$ cat src/rtl/sdr_init_seq.sv
// SDRAM power-up/initialisation sequencer: drives the SDRAM command bus from reset
// through PRECHARGE, AUTO-REFRESH and LOAD-MODE, then flags sdr_init_done.
module sdr_init_seq #(
    parameter logic [15:0] POWERUP_CYC = 16'd20000,
    parameter int unsigned REF_CNT     = 2,
    parameter int unsigned TMRD        = 2,
    parameter int unsigned SDR_ADDR_W  = 13
) (
    input  logic                  sdram_clk,
    input  logic                  sdram_reset,
    input  logic                  cfg_sdr_en,
    input  logic [3:0]            cfg_sdr_trp_d,
    input  logic [3:0]            cfg_sdr_trcar_d,
    input  logic [12:0]           cfg_sdr_mode_reg,
    output logic                  sdr_init_done,
    output logic                  sdr_cke,
    output logic                  sdr_cs_n,
    output logic                  sdr_ras_n,
    output logic                  sdr_cas_n,
    output logic                  sdr_we_n,
    output logic [1:0]            sdr_ba,
    output logic [SDR_ADDR_W-1:0] sdr_addr
);

    localparam logic [3:0] CMD_DESEL = 4'b1111;
    localparam logic [3:0] CMD_NOP   = 4'b0111;
    localparam logic [3:0] CMD_PRE   = 4'b0010;
    localparam logic [3:0] CMD_AREF  = 4'b0001;
    localparam logic [3:0] CMD_LMR   = 4'b0000;

    localparam logic [15:0] MRD_CYC = (TMRD == 0) ? 16'd1 : 16'(TMRD);

    typedef enum logic [3:0] {
        StIdle, StPwrup, StPre, StWaitTrp, StAref, StWaitTrcar, StLmr, StWaitMrd, StDone
    } state_e;

    state_e                state_q, state_d;
    logic [15:0]           cnt_q, cnt_d;
    logic [7:0]            ref_q, ref_d;
    logic                  cke_q, cke_d;
    logic [3:0]            cmd_q, cmd_d;
    logic [1:0]            ba_q, ba_d;
    logic [SDR_ADDR_W-1:0] addr_q, addr_d;
    logic                  done_q, done_d;
    logic                  go_pre, go_aref, go_lmr;

    // Zero spacing is treated as one cycle.
    function automatic logic [15:0] spacing(input logic [3:0] v);
        return (v == 4'd0) ? 16'd1 : {12'd0, v};
    endfunction

    always_comb begin
        state_d = state_q;
        cnt_d   = cnt_q;
        ref_d   = ref_q;
        cke_d   = 1'b1;
        cmd_d   = CMD_NOP;
        ba_d    = 2'b00;
        addr_d  = '0;
        done_d  = 1'b0;
        go_pre  = 1'b0;
        go_aref = 1'b0;
        go_lmr  = 1'b0;

        if (!cfg_sdr_en) begin
            state_d = StIdle;
            cnt_d   = '0;
            ref_d   = '0;
            cke_d   = 1'b0;
            cmd_d   = CMD_DESEL;
        end else begin
            // cnt_q holds cycles left until the next command lands; 1 means "now".
            unique case (state_q)
                StIdle: begin
                    state_d = StPwrup;
                    cnt_d   = 16'd1;
                end
                StPwrup: begin
                    if (cnt_q >= POWERUP_CYC) go_pre = 1'b1;
                    else if (cnt_q != 16'hffff) cnt_d = cnt_q + 16'd1;
                end
                StPre, StWaitTrp: begin
                    if (cnt_q <= 16'd1) begin
                        if (ref_q != 8'd0) go_aref = 1'b1;
                        else go_lmr = 1'b1;
                    end else begin
                        state_d = StWaitTrp;
                        cnt_d   = cnt_q - 16'd1;
                    end
                end
                StAref, StWaitTrcar: begin
                    if (cnt_q <= 16'd1) begin
                        if (ref_q != 8'd0) go_aref = 1'b1;
                        else go_lmr = 1'b1;
                    end else begin
                        state_d = StWaitTrcar;
                        cnt_d   = cnt_q - 16'd1;
                    end
                end
                StLmr, StWaitMrd: begin
                    if (cnt_q <= 16'd1) begin
                        state_d = StDone;
                        cnt_d   = '0;
                        done_d  = 1'b1;
                    end else begin
                        state_d = StWaitMrd;
                        cnt_d   = cnt_q - 16'd1;
                    end
                end
                StDone:  done_d = 1'b1;
                default: state_d = StIdle;
            endcase

            if (go_pre) begin
                state_d    = StPre;
                cmd_d      = CMD_PRE;
                addr_d[10] = 1'b1;
                cnt_d      = spacing(cfg_sdr_trp_d);
                ref_d      = 8'(REF_CNT);
            end
            if (go_aref) begin
                state_d = StAref;
                cmd_d   = CMD_AREF;
                cnt_d   = spacing(cfg_sdr_trcar_d);
                ref_d   = ref_q - 8'd1;
            end
            if (go_lmr) begin
                state_d = StLmr;
                cmd_d   = CMD_LMR;
                addr_d  = SDR_ADDR_W'(cfg_sdr_mode_reg);
                cnt_d   = MRD_CYC;
            end
        end
    end

    always_ff @(posedge sdram_clk) begin
        if (sdram_reset) begin
            state_q <= StIdle;
            cnt_q   <= '0;
            ref_q   <= '0;
            cke_q   <= 1'b0;
            cmd_q   <= CMD_DESEL;
            ba_q    <= 2'b00;
            addr_q  <= '0;
            done_q  <= 1'b0;
        end else begin
            state_q <= state_d;
            cnt_q   <= cnt_d;
            ref_q   <= ref_d;
            cke_q   <= cke_d;
            cmd_q   <= cmd_d;
            ba_q    <= ba_d;
            addr_q  <= addr_d;
            done_q  <= done_d;
        end
    end

    assign sdr_init_done = done_q;
    assign sdr_cke       = cke_q;
    assign sdr_cs_n      = cmd_q[3];
    assign sdr_ras_n     = cmd_q[2];
    assign sdr_cas_n     = cmd_q[1];
    assign sdr_we_n      = cmd_q[0];
    assign sdr_ba        = ba_q;
    assign sdr_addr      = addr_q;

endmodule
$ cat config.mk
export PLATFORM = sky130hd
export DESIGN_NAME = sdr_init_seq
export DESIGN_NICKNAME = d
export VERILOG_FILES = /design/src/rtl/sdr_init_seq.sv
export SDC_FILE = /design/constraint.sdc
export NUM_CORES = 1
export LEC_CHECK = 0
export CAP_MARGIN = 5
export CORE_UTILIZATION = 45
export CTS_CLUSTER_DIAMETER = 50
export DETAILED_ROUTE_END_ITERATION = 16
export MAX_ROUTING_LAYER = met4
export PLACE_DENSITY = 0.69
export SKIP_CTS_REPAIR_TIMING = 1
export SYNTH_ARGS = -nofsm -noshare
export SYNTH_HDL_FRONTEND = slang
export SYNTH_SLANG_ARGS = --single-unit
$ cat constraint.sdc
create_clock -name sdram_clk -period 2.5 [get_ports sdram_clk]
set_input_delay 0.25 -clock sdram_clk [delete_from_list [all_inputs] [get_ports sdram_clk]]
set_output_delay 0.25 -clock sdram_clk [all_outputs]
set_load 0.02 [all_outputs]
# Word-level counts from Yosys, hierarchy flattened
# Index checks and enable logic that the tools add are counted.
# Widths: inputs -> output; s select.
dict set report op_classes {
  n_addsub 3
  order_cmp 2
  eq_ne 20
  mux 38
  bitwise 3
  reduce_logical 20
}
# cell n
set ops {}
lappend ops {{$mux 16} 6}
lappend ops {{$pmux 16 s4} 1}
lappend ops {{$mux 4} 7}
lappend ops {{$ne 5x5->1 const B} 4}
lappend ops {{$pmux 4 s5} 1}
lappend ops {{$add 16x1->16 const B} 1}
lappend ops {{$eq 4x3->1 const B} 4}
lappend ops {{$ge 16x15->1 const B} 1}
lappend ops {{$le 16x1->1 const B} 1}
lappend ops {{$mux 8} 2}
lappend ops {{$ne 16x16->1 const B} 1}
lappend ops {{$sub 16x1->16 const B} 1}
lappend ops {{$mux 1} 14}
lappend ops {{$logic_not 4->1} 3}
lappend ops {{$mux 3} 4}
lappend ops {{$mux 11} 1}
lappend ops {{$reduce_or 2->1} 5}
lappend ops {{$eq 4x2->1 const B} 2}
lappend ops {{$ne 4x4->1 const B} 2}
lappend ops {{$reduce_and 4->1} 2}
lappend ops {{$reduce_bool 8->1} 1}
lappend ops {{$sub 8x1->8 const B} 1}
lappend ops {{$reduce_bool 7->1} 1}
lappend ops {{$reduce_and 3->1} 2}
lappend ops {{other kinds (14)} 18}
dict set report word_totals {
  register_bits 47
}

# Depth between registers and ports, before layout
# Gate-level depths: netlist of the first run.
dict set report logic_depth {
  word_depth 7
  depth_mapped 10
  ltp_nobuf 8
}

# Worst setup path after synthesis of the first run
# Ideal clock, no wire load.
dict set report synth_timing {
  kind {flip-flop to flip-flop}
  startpoint {reg ref_q[2]}
  endpoint {reg cnt_q[1]}
  arrival_ns 2.164
  required_time_ns 2.414
  path_slack_ns 0.250
  stages_incl_launch_ff 8
  path_buffers 1
  path_cell_list {dfxtp_1 -> or4_4 -> or4b_1 -> and4_1 -> buf_6 -> nor4_4 -> nand2_1 -> a221oi_2}
}
dict set report synth_between {
  elab_chain_len 7
  word_cells_on_any_way 16
  classes_between {3 x eq/ne; 10 x mux; 3 x reduce/logical}
}
# item line_no
set synth_lines {}
lappend synth_lines {{start: declaration} 39} ;# logic [7:0] ref_q, ref_d;
lappend synth_lines {{start signal: assignment} 149} ;# ref_q <= ref_d;
lappend synth_lines {{$reduce_bool 8->1 *} {84, 93}}
lappend synth_lines {{$mux 1} {84, 93}}
lappend synth_lines {{$mux 1, on equally long branches} {83, 92}}
lappend synth_lines {{$mux 1} n/a}
lappend synth_lines {{$mux 1} 65} ;# if (!cfg_sdr_en) begin
lappend synth_lines {{$ne 5x5->1 (no line), or another cell as far along} n/a}
lappend synth_lines {{$reduce_and 4->1 (no line) or $mux 2 (tied branches)} n/a}
lappend synth_lines {{end signal: assignment} 148} ;# cnt_q <= cnt_d;
lappend synth_lines {{end: declaration} 38} ;# logic [15:0] cnt_q, cnt_d;
# Mark *: on every way between the ends. The rest lies on a longest branch, timed or not. The select of a mux whose other input is x is not followed.
# A chain may end at the register's enable or synchronous reset.

# Worst setup path in the final report of the first run
dict set report layout_timing {
  startpoint {reg cnt_q[14]}
  endpoint {reg addr_q[5] (netlist: sdr_addr[5])}
}
dict set report layout_between {
  elab_chain_len 6
}
# item line_no
set layout_lines {}
lappend layout_lines {{$le 16x1->1} {83, 92}}
lappend layout_lines {{$mux 1} 92} ;# if (cnt_q <= 16'd1) begin
lappend layout_lines {{$mux 1} n/a}
lappend layout_lines {{$mux 1} 65}
lappend layout_lines {{$not 1->1 (no line)} n/a}
lappend layout_lines {{$reduce_or 3->1 (no line)} n/a}
lappend layout_lines {{end signal: assignment} 153} ;# addr_q <= addr_d;
lappend layout_lines {{end: declaration} 43} ;# logic [SDR_ADDR_W-1:0] addr_q, addr_d;
# Every way passes these cells. The select of a mux whose other input is x is not followed.

==> results of run 1 <==
[registers in the layout (all words and copies together), names as in the netlist]
register       count
cnt_q             16
ref_q              8
sdr_init_done      1
state_q            4
sdr_cke            1
cmd_q              4
sdr_addr          13
[report_power, final]
group          internal (mW)  total [mW]  switching [mW]
clock network          0.192       0.460           0.268
registers              0.751       0.754         0.00284
logic                 0.0609       0.114          0.0528
[cells by family after synthesis]
| family | Yosys count |
|---|---|
| flip-flops | 47 |
| other | 1 |
| XOR/XNOR | 8 |
| AO/OA/AOI/OAI | 76 |
| AND/OR/NAND/NOR | 154 |
| multiplexers | 2 |
| buffers and inverters | 39 |
| adder cells (fa/ha/maj) | 6 |
[layout make-up]
type	instances	area, sq um
fill	495	2286
timing repair buffer	70	630.6
multi-input combinational	248	1582
tap	72	90.09
sequential	47	940.9
inverter	8	30.03
clock buffer	5	68.82
clock inverter	2	13.76
[metal layers]
layer / routed length, um / share of wire [%]
met1: 3083 / 46
met2: 3087 / 46
met3: 411 / 6.2
met4: 85 / 1.3
met5: 0 / 0
[worst paths after layout]
check	from	end	slack (ns)	cells past startpoint
min reg2reg	ref_q[0]$_SDFFE_PP0P_	ref_q[0]$_SDFFE_PP0P_	0.49	2
max	cnt_q[14]$_SDFFE_PP0P_	sdr_addr[5]$_SDFF_PP0_	0.16	8
max reg2reg	cnt_q[14]$_SDFFE_PP0P_	sdr_addr[5]$_SDFF_PP0_	0.16	8
min	ref_q[0]$_SDFFE_PP0P_	ref_q[0]$_SDFFE_PP0P_	0.49	2
[worst reg2reg max path, delay by kind of cell, from the launching register on]
kind          cells  cell delay [ns]
flops             1             0.36
simple gates      6             1.55
buf+inv           2             0.36
[layout by cell type, fill, tap and decap left out, drive strengths merged, types with 11 or more instances in the layout]
master         instances
nor3                  18
dfxtp                 47
o21ai                 11
nand2                 23
and2                  16
buf                   28
nand3                 15
a21oi                 17
nor2                  27
clkdlybuf4s50         42
[per-stage QoR]
| step | total power [mW] | hold slack [ns] | std cells | utilization (%) |
|---|---|---|---|---|
| 3_5_place_dp | 0.8843 | 0.4856 | 445 | 57.88 |
| 5_1_grt | 1.376 | 0.4974 | 452 | 59.48 |
| 2_1_floorplan | 0.8247 | 0.3717 | 334 | - |
| 6_report | 1.328 | 0.4898 | 452 | 59.48 |
| 3_3_place_gp | 0.8834 | 0.4814 | 445 | 57.88 |
| 4_1_cts | 1.342 | 0.4941 | 452 | 59.35 |
==> metrics.md, run 1 <==
| Metric | Value |
|---|---|
| Status | `finished, final reports clean` |
| Worst EP required | `2.75 ns` |
| Adder-cell share of the synthesized area | `2.684%` |
| P per Cell Area | `395.7 nW/um^2` |
| CTS clk-pin slew, worst paths | `0.09 ns` |
| Crit path largest cell delay | `0.52 ns` |
| Setup TNS | `0 ns` |
| Top cells by count, synth | `dfxtp_1, nor2_1, nand2_1, nor3_1, a21oi_1` |
| Core Rows | `27` |
| Synth Area per Inst | `8.120 sq um` |
| GR peak layer | `met2` |
| Total CTS buffers | `5` |
| Synthesis Warnings | `0` |
| Arr. time, crit path | `2.59 ns` |
| Max-Cap Viols | `0` |
| Total die area | `between 6000 and 7000 sq um` |
| Largest area contributor in the netlist | `dfxtp_1` |
| GP Congestion | `~0.86` |
| Initial antenna violation count | `0` |
| Flops & latches, synth | `47` |
| RSZ-0062 raised after global routing | `no` |
| Clock tree buffer depth | `2` |
| Port bufs | `42` |
| Share of layout cells above drive strength 1 | `between 10 and 15%` |
| Final min period | `~2.3 ns` |
| Antenna Cells | `0` |
| Final hold vios | `0` |
| Worst Path Max Fanout | `12` |
| Finished layout cell area | `~3400 sq um` |
| Final wirelength | `between 6000 and 7000 um` |
| Period utilization | `93.51%` |
| GR Util met1 | `31.94%` |
| Mapped cell area | `2704 sq um` |
| Dpl hpwl | `slightly below 5000 um` |
| IO Count | `45` |
| Seq/Total Area, Yosys | `34.80%` |
| Compound-gate portion of the synthesized area | `about a fifth` |
| CP max stage cell | `or4_1` |
| Detailed-route DRC error count | `0` |
| Post-Synth XOR/XNOR Area | `2.591%` |
| Kind of critical path | `register to register` |
| Synthesized instance count | `between 300 and 400` |
| Core Footprint | `roughly 5600 sq um` |
| Worst slew pin tran | `roughly 0.59 ns` |
| Hold Path Class | `register to register` |
| Post-synth EDFFs | `0` |
| Max H-tree Level | `2` |
| Critical path capture point type | `register` |
| Later-pin clock latency in the skew report | `0.31 ns` |
| GRT Resource Usage Total | `22.57%` |
| TritonCTS clock tree | `built` |
| Routed via count | `2649` |
| Routed len/inst | `14.75 um` |
| Post-synthesis simple-gate area fraction | `31.93%` |
| Area growth, synth to finish | `24.11%` |
| Die Span Y | `just under 80 um` |
| Endpoints failing setup | `0` |
| Final WS setup | `0.1622 ns` |
| Post-synth top area share | `34.80%` |
| Die Wd | `79.52 um` |
| Most common flop cell mapped by yosys | `dfxtp_1` |
| Initial DRC Count | `172` |
| Mux share of post-synthesis cell area | `0.7867%` |
| Peak VDD IR | `between 0.0002 and 0.00025 V` |
| NumNets Final | `approximately 410` |
| Pin count of the biggest net entering global routing | `22` |
| First-pass GRT wire length | `10920 um` |
| Crit-path cells | `or3_1 > or4_1 > nor2_1 > buf_4 > nand2_1 > nor2_1 > buf_4 > and2_1` |
| Area post-placement | `3266 sq um` |
| DRT antenna net count | `0` |
| Crit path max-delay family | `simple AND/OR/NAND/NOR gates` |
| Crit path buf inv count | `2` |
| Drt first pass iters | `5` |
| Setup Skew | `approximately 0.011 ns` |
| Vias in the first global route | `2268` |
| CTS root buf | `clkbuf_8` |
| Gr ovfl total | `0` |
| Largest family of logic cells by synthesized area | `simple AND/OR/NAND/NOR gates` |
| Fin. max-slew vios | `0` |
| GR Layer Usage met3 | `3.429%` |
| Leak | `1.217 nW` |
| Met2 Track Usage GR | `32.48%` |
| Top cells by area, synth | `dfxtp_1, nor2_1, and2_1` |
| Initial core utilization | `a little under half` |
| Fraction of registers with async set/reset | `0%` |
| Vias per inst | `5.861` |
| Synth unique cells | `65` |
| Cell with the most instances after synthesis | `dfxtp_1` |
| Max-slew headroom | `60.54%` |
| Worst setup SP type | `register` |
| CTS sink cnt | `47` |
| Post-place setup slack | `0.1628 ns` |
| Max Fclk | `427.8 MHz` |
Power figures use the tool's default switching activity.
==> run 2: changes to the inputs <==
- CORE_MARGIN: default -> 2
==> run 2 against run 1 <==
Net effect: count of clock-buffer cells in the layout did not move; power rose by 7.6%; sequential share of layout area fell by 0.53 points; critical path depth fell by 2; worst hold slack improved by 0.0075 ns; setup slack improved by 0.011 ns; final area rose by 1.9%; final cell count rose by 1.5%; first-iteration DRC count rose by 3.5%; sequential power barely moved; critical path type unchanged; critical endpoint is now cnt_q[3]$_SDFFE_PP0P_.
==> metrics.md, run 2 (synthesized netlist as in run 1, its figures left out) <==
| Metric | Value |
|---|---|
| GR peak layer | `met2` |
| Commonest non-fill, non-tap cell in the layout | `dfxtp_1` |
| Initial antenna violation count | `0` |
| Setup Skew | `0.007836 ns` |
| Total CTS buffers | `5` |
| Util after Layout | `58.47%` |
| Max Fclk | `approximately 430 MHz` |
| GR Util met1 | `27.90%` |
| Leak | `1.246 nW` |
| Worst slew pin tran | `around 0.57 ns` |
| Detailed-route DRC error count | `0` |
| Clock tree buffer depth | `2` |
| Area growth, synth to finish | `26.52%` |
| Switching share of total power | `22.55%` |
| Drt first pass iters | `6` |
| Routed via count | `around 2700` |
| Pint | `1.106 mW` |
| First-pass GRT wire length | `10770 um` |
| Routed len/inst | `14.71 um` |
| Seq pwr share | `52.8%` |
| Vias in the first global route | `2334` |
| Hold Path Class | `register to register` |
| Clock share of power | `39.1%` |
| Total die area | `6645 sq um` |
| Kind of critical path | `register to register` |
| Sw power | `0.3221 mW` |
| Final min period | `2.326 ns` |
| CTS root buf | `clkbuf_8` |
| Endpoints failing setup | `0` |
| Core Rows | `28` |
| CTS sink cnt | `47` |
| Final wirelength | `just under 7000 um` |
| Later-pin clock latency in the skew report | `0.30 ns` |
| Combinational Power Share | `8.1%` |
| Most frequent cells in the layout | `dfxtp_1, clkdlybuf4s50_1, buf_4, nor2_1, nand2_1` |
| GRT Resource Usage Total | `21.37%` |
| Max-Cap Viols | `0` |
| Port bufs | `42` |
| Final hold vios | `0` |
| Die Span Y | `around 80 um` |
| CTS clk-pin slew, worst paths | `0.09 ns` |
| Peak VDD IR | `0.0002864 V` |
| Fin. max-slew vios | `0` |
| Dpl hpwl | `4977 um` |
| Cells after DPL | `~450` |
| TritonCTS clock tree | `built` |
| Max reg flops | `16` |
| Worst EP required | `2.69 ns` |
| Period utilization | `93.05%` |
| GR Layer Usage met3 | `4.176%` |
| Die Wd | `81.52 um` |
| Post-Layout Cell Count | `459` |
| RSZ-0062 raised after global routing | `no` |
| Gr ovfl total | `0` |
| Initial DRC Count | `178` |
| GP Congestion | `about 0.85` |
| NumNets Final | `413` |
| Initial core utilization | `46.21%` |
| Worst Path Max Fanout | `6` |
| P per Cell Area | `417.5 nW/um^2` |
| Arr. time, crit path | `2.52 ns` |
| Worst hold slack | `0.4973 ns` |
| Critical path capture point type | `register` |
| Top cell by count, worst path | `or3_1` |
| CP max stage cell | `or4_1` |
| IO Count | `45` |
| Vias per inst | `~5.8` |
| Met2 Track Usage GR | `32.95%` |
| Largest Register | `cnt_q` |
| Worst setup SP type | `register` |
| Core Footprint | `5851 sq um` |
| Max-slew headroom | `61.74%` |
| Pin count of the biggest net entering global routing | `19` |
| Fill count | `530` |
| Setup TNS | `0 ns` |
| DRT antenna net count | `0` |
| Pwr Total | `1.428 mW` |
| Crit-path cells | `or3_1 > or4_1 > or3_1 > o22a_1 > a221oi_1 > a211oi_1` |
| Share of layout cells above drive strength 1 | `14.06%` |
| Status | `finished, final reports clean` |
| Max H-tree Level | `2` |
| Crit path largest cell delay | `0.51 ns` |
| Antenna Cells | `0` |
[run 2: changes by cell type in the layout (fill, tap and decap cells not counted), sizes merged]
| cell | delta |
|---|---|
| bufinv | +1 |
| clkinv | -2 |
| clkinvlp | +1 |
| buf | +4 |
[run 2: layer usage]
layer  vias to the layer above  wire, um
met2                        77      3337
li1                       1326         -
met1                      1259      3011
met4                         0        87
met5                         -         0
met3                        10       317
[run 2: layout make-up]
class,instances,area [sq um],area share (%)
repair buffers,74,660.6,19.31
clock buffers,5,68.82,2.012
clock inverters,2,37.54,1.097
multi-input cells,248,1589,46.45
well taps,75,93.84,2.743
flip-flops and latches,47,940.9,27.51
inverters,8,30.03,0.8778
[run 2: final timing paths]
kind / end / startpoint / slack [ns] / cells past startpoint
hold / removal: ref_q[0]$_SDFFE_PP0P_ / ref_q[0]$_SDFFE_PP0P_ / 0.50 / 2
hold reg to reg: ref_q[0]$_SDFFE_PP0P_ / ref_q[0]$_SDFFE_PP0P_ / 0.50 / 2
setup / recovery: cnt_q[3]$_SDFFE_PP0P_ / cnt_q[14]$_SDFFE_PP0P_ / 0.17 / 6
setup reg to reg: cnt_q[3]$_SDFFE_PP0P_ / cnt_q[14]$_SDFFE_PP0P_ / 0.17 / 6
[run 2: through the flow]
step	setup WS [ns]	instance area (sq um)
3_5_place_dp	0.1160	3299
5_1_grt	0.02797	3421
3_3_place_gp	0.1838	3299
6_report	0.1736	3421
2_1_floorplan	0.2501	2708
4_1_cts	0.1047	3406
[run 2: critical path, delay by kind of cell, from the launching register on]
family,cells,cell delay (ns)
compound gates,3,0.50
simple gates,3,1.34
flops,1,0.37
[run 2: power by group through the flow]
stage          Sequential, mW  Clock (mW)  Combinational (mW)
4_1_cts                 0.754       0.574               0.114
5_1_grt                 0.755       0.598               0.126
6_report                0.754       0.559               0.115
2_1_floorplan           0.774           0              0.0511
3_5_place_dp            0.772           0               0.114
3_3_place_gp            0.772           0               0.113
==> run 3: changes to the inputs <==
- SETUP_SLACK_MARGIN: default -> 0.2
- SKIP_CTS_REPAIR_TIMING: 1 -> default
==> run 3 against run 2 <==
Net effect: critical path type unchanged; via count rose by 0.45%; non-clock buffer count rose by 5; final cell count rose by 1.1%; flip-flop and latch count did not move; setup slack improved by 0.086 ns.
==> metrics.md, run 3 (synthesized netlist as in run 1, its figures left out) <==
| Metric | Value |
|---|---|
| Status | `finished, final reports clean` |
| Max reg flops | `16` |
| Pin count of the biggest net entering global routing | `19` |
| Endpoints failing setup | `0` |
| Peak VDD IR | `0.0002854 V` |
| Die Span Y | `81.52 um` |
| Routed len/inst | `15.48 um` |
| Register area | `944.7 sq um` |
| Hold Path Class | `register to register` |
| Clock tree buffer depth | `2` |
| CTS clk-pin slew, worst paths | `0.10 ns` |
| Core Rows | `28` |
| Worst Reg2Reg Path Length in Cells | `6` |
| RSZ-0062 raised after global routing | `yes` |
| Antenna Cells | `0` |
| Max H-tree Level | `2` |
| Worst setup SP type | `register` |
| Die Wd | `81.52 um` |
| GRT Resource Usage Total | `21.39%` |
| Dpl hpwl | `4977 um` |
| GP Congestion | `0.8464` |
| End of the critical path | `cnt_q[3]$_SDFFE_PP0P_` |
| CP max stage cell | `or4_1` |
| Later-pin clock latency in the skew report | `about 0.3 ns` |
| Initial core utilization | `46.21%` |
| IO Count | `45` |
| Finished layout cell area | `3510 sq um` |
| Max-slew headroom | `61.84%` |
| Commonest non-fill, non-tap cell in the layout | `dfxtp_1` |
| Final min period | `2.241 ns` |
| Crit path buf inv count | `0` |
| Fin. max-slew vios | `0` |
| Initial antenna violation count | `0` |
| Kind of critical path | `register to register` |
| Max Fclk | `about 450 MHz` |
| Setup Skew | `0.01202 ns` |
| Final WS setup | `~0.26 ns` |
| DRT antenna net count | `0` |
| TritonCTS clock tree | `built` |
| Worst slew pin tran | `0.5723 ns` |
| Leak | `1.278 nW` |
| Initial DRC Count | `~180` |
| First-pass GRT wire length | `10790 um` |
| Setup TNS | `0 ns` |
| Pwr Total | `between 1 and 1.5 mW` |
| Crit-path cells | `or3_4 > or4_1 > or3_4 > o22a_1 > a221oi_1 > a211oi_1` |
| Max-Cap Viols | `0` |
| Util after Layout | `59.99%` |
| Most frequent cells in the layout | `dfxtp_1, clkdlybuf4s50_1, buf_4, nor2_1, nand2_1` |
| Area growth, synth to finish | `29.80%` |
| Worst EP required | `2.70 ns` |
| R2r startpoint | `cnt_q[12]$_SDFFE_PP0P_` |
| Top cell by count, worst path | `or3_4` |
| Critical path capture point type | `register` |
| Total CTS buffers | `5` |
| Share of layout cells above drive strength 1 | `17.99%` |
| Vias in the first global route | `2338` |
| Detailed-route DRC error count | `0` |
| Core Footprint | `5851 sq um` |
| Final hold vios | `0` |
| Vias per inst | `5.784` |
| CTS sink cnt | `47` |
| Largest Register | `cnt_q` |
| Crit path largest cell delay | `0.51 ns` |
| Total die area | `approximately 6600 sq um` |
| P per Cell Area | `between 400 and 500 nW/um^2` |
| NumNets Final | `418` |
| Routed via count | `2684` |
| Drt first pass iters | `5` |
| WP depth | `6` |
| Port bufs | `42` |
| CTS root buf | `clkbuf_8` |
| Reg-to-reg endpoint | `cnt_q[3]$_SDFFE_PP0P_` |
| Period utilization | `approximately 90%` |
| Post-place setup slack | `0.1160 ns` |
| Area post-placement | `3299 sq um` |
| Fill count | `517` |
| Worst Path Max Fanout | `5` |
| Multi-input gate area | `1635 sq um` |
| R2R Setup Slk | `roughly 0.26 ns` |
| Final wirelength | `roughly 7200 um` |
| # hold bufs at CTS | `0` |
| Gr ovfl total | `0` |
| Worst Setup SP | `cnt_q[12]$_SDFFE_PP0P_` |
| Crit path max-delay family | `simple AND/OR/NAND/NOR gates` |
| Arr. time, crit path | `2.44 ns` |
run 3: cell types whose count changed in the layout (fill, tap and decap cells not counted), moves of 2 or more:
cell	delta
buf_4	+3
dfxtp_2	+3
dfxtp_1	-3
or3_1	-2
or3_4	+2
run 3: area by class of cell:
type / instances / area share [%]
clock buffer: 5 / 1.961
clock inverter: 2 / 1.070
inverter: 8 / 0.8556
multi-input combinational: 248 / 46.60
sequential: 47 / 26.92
tap: 75 / 2.674
timing repair buffer: 79 / 19.93
run 3: worst min path at each step:
stage                     cells past startpoint                endpoint  slack, ns                  start
after floorplan                               1  sdr_addr[0]$_SDFF_PP0_       0.37    cfg_sdr_mode_reg[0]
after global placement                        2   ref_q[0]$_SDFFE_PP0P_       0.48  ref_q[0]$_SDFFE_PP0P_
after detailed placement                      2   ref_q[0]$_SDFFE_PP0P_       0.49  ref_q[0]$_SDFFE_PP0P_
after CTS                                     2  sdr_addr[1]$_SDFF_PP0_       0.49    cfg_sdr_mode_reg[1]
after global routing                          2  sdr_addr[1]$_SDFF_PP0_       0.49    cfg_sdr_mode_reg[1]
final                                         2   ref_q[0]$_SDFFE_PP0P_       0.50  ref_q[0]$_SDFFE_PP0P_
run 3: what timing repair did:
item / CTS / global route
gates cloned: 0 / 1
pin swaps: 0 / 5
endpoints found under the setup margin: 6 / 19
resized for setup: 2 / 18
buffers inserted: 0 / 4
run 3: report_power, final:
group	switching [mW]	internal, mW	total (mW)
sequential	0.00290	0.752	0.755
clock	0.272	0.293	0.564
combinational	0.0557	0.0647	0.120
run 3: metrics by stage:
step	std cells	hold WS, ns
after floorplan	334	0.3717
after global placement	452	0.4799
after detailed placement	452	0.4905
after CTS	459	0.4913
after global routing	464	0.4891
final	464	0.4995
run 3: tightest hold or removal path: stages (launching register included):
cell and delay, ns:
dfxtp_1 0.33, nand3_1 0.07, a21oi_1 0.06
run 3: layer usage:
| metal | track usage [%] | part of all wire [%] | vias up |
|---|---|---|---|
| met4 | 7.627 | 1.3 | 0 |
| met3 | 4.176 | 4.5 | 12 |
| met1 | 27.83 | 46 | 1258 |
| met2 | 33.11 | 49 | 75 |
| met5 | - | 0 | - |
| li1 | - | - | 1339 |
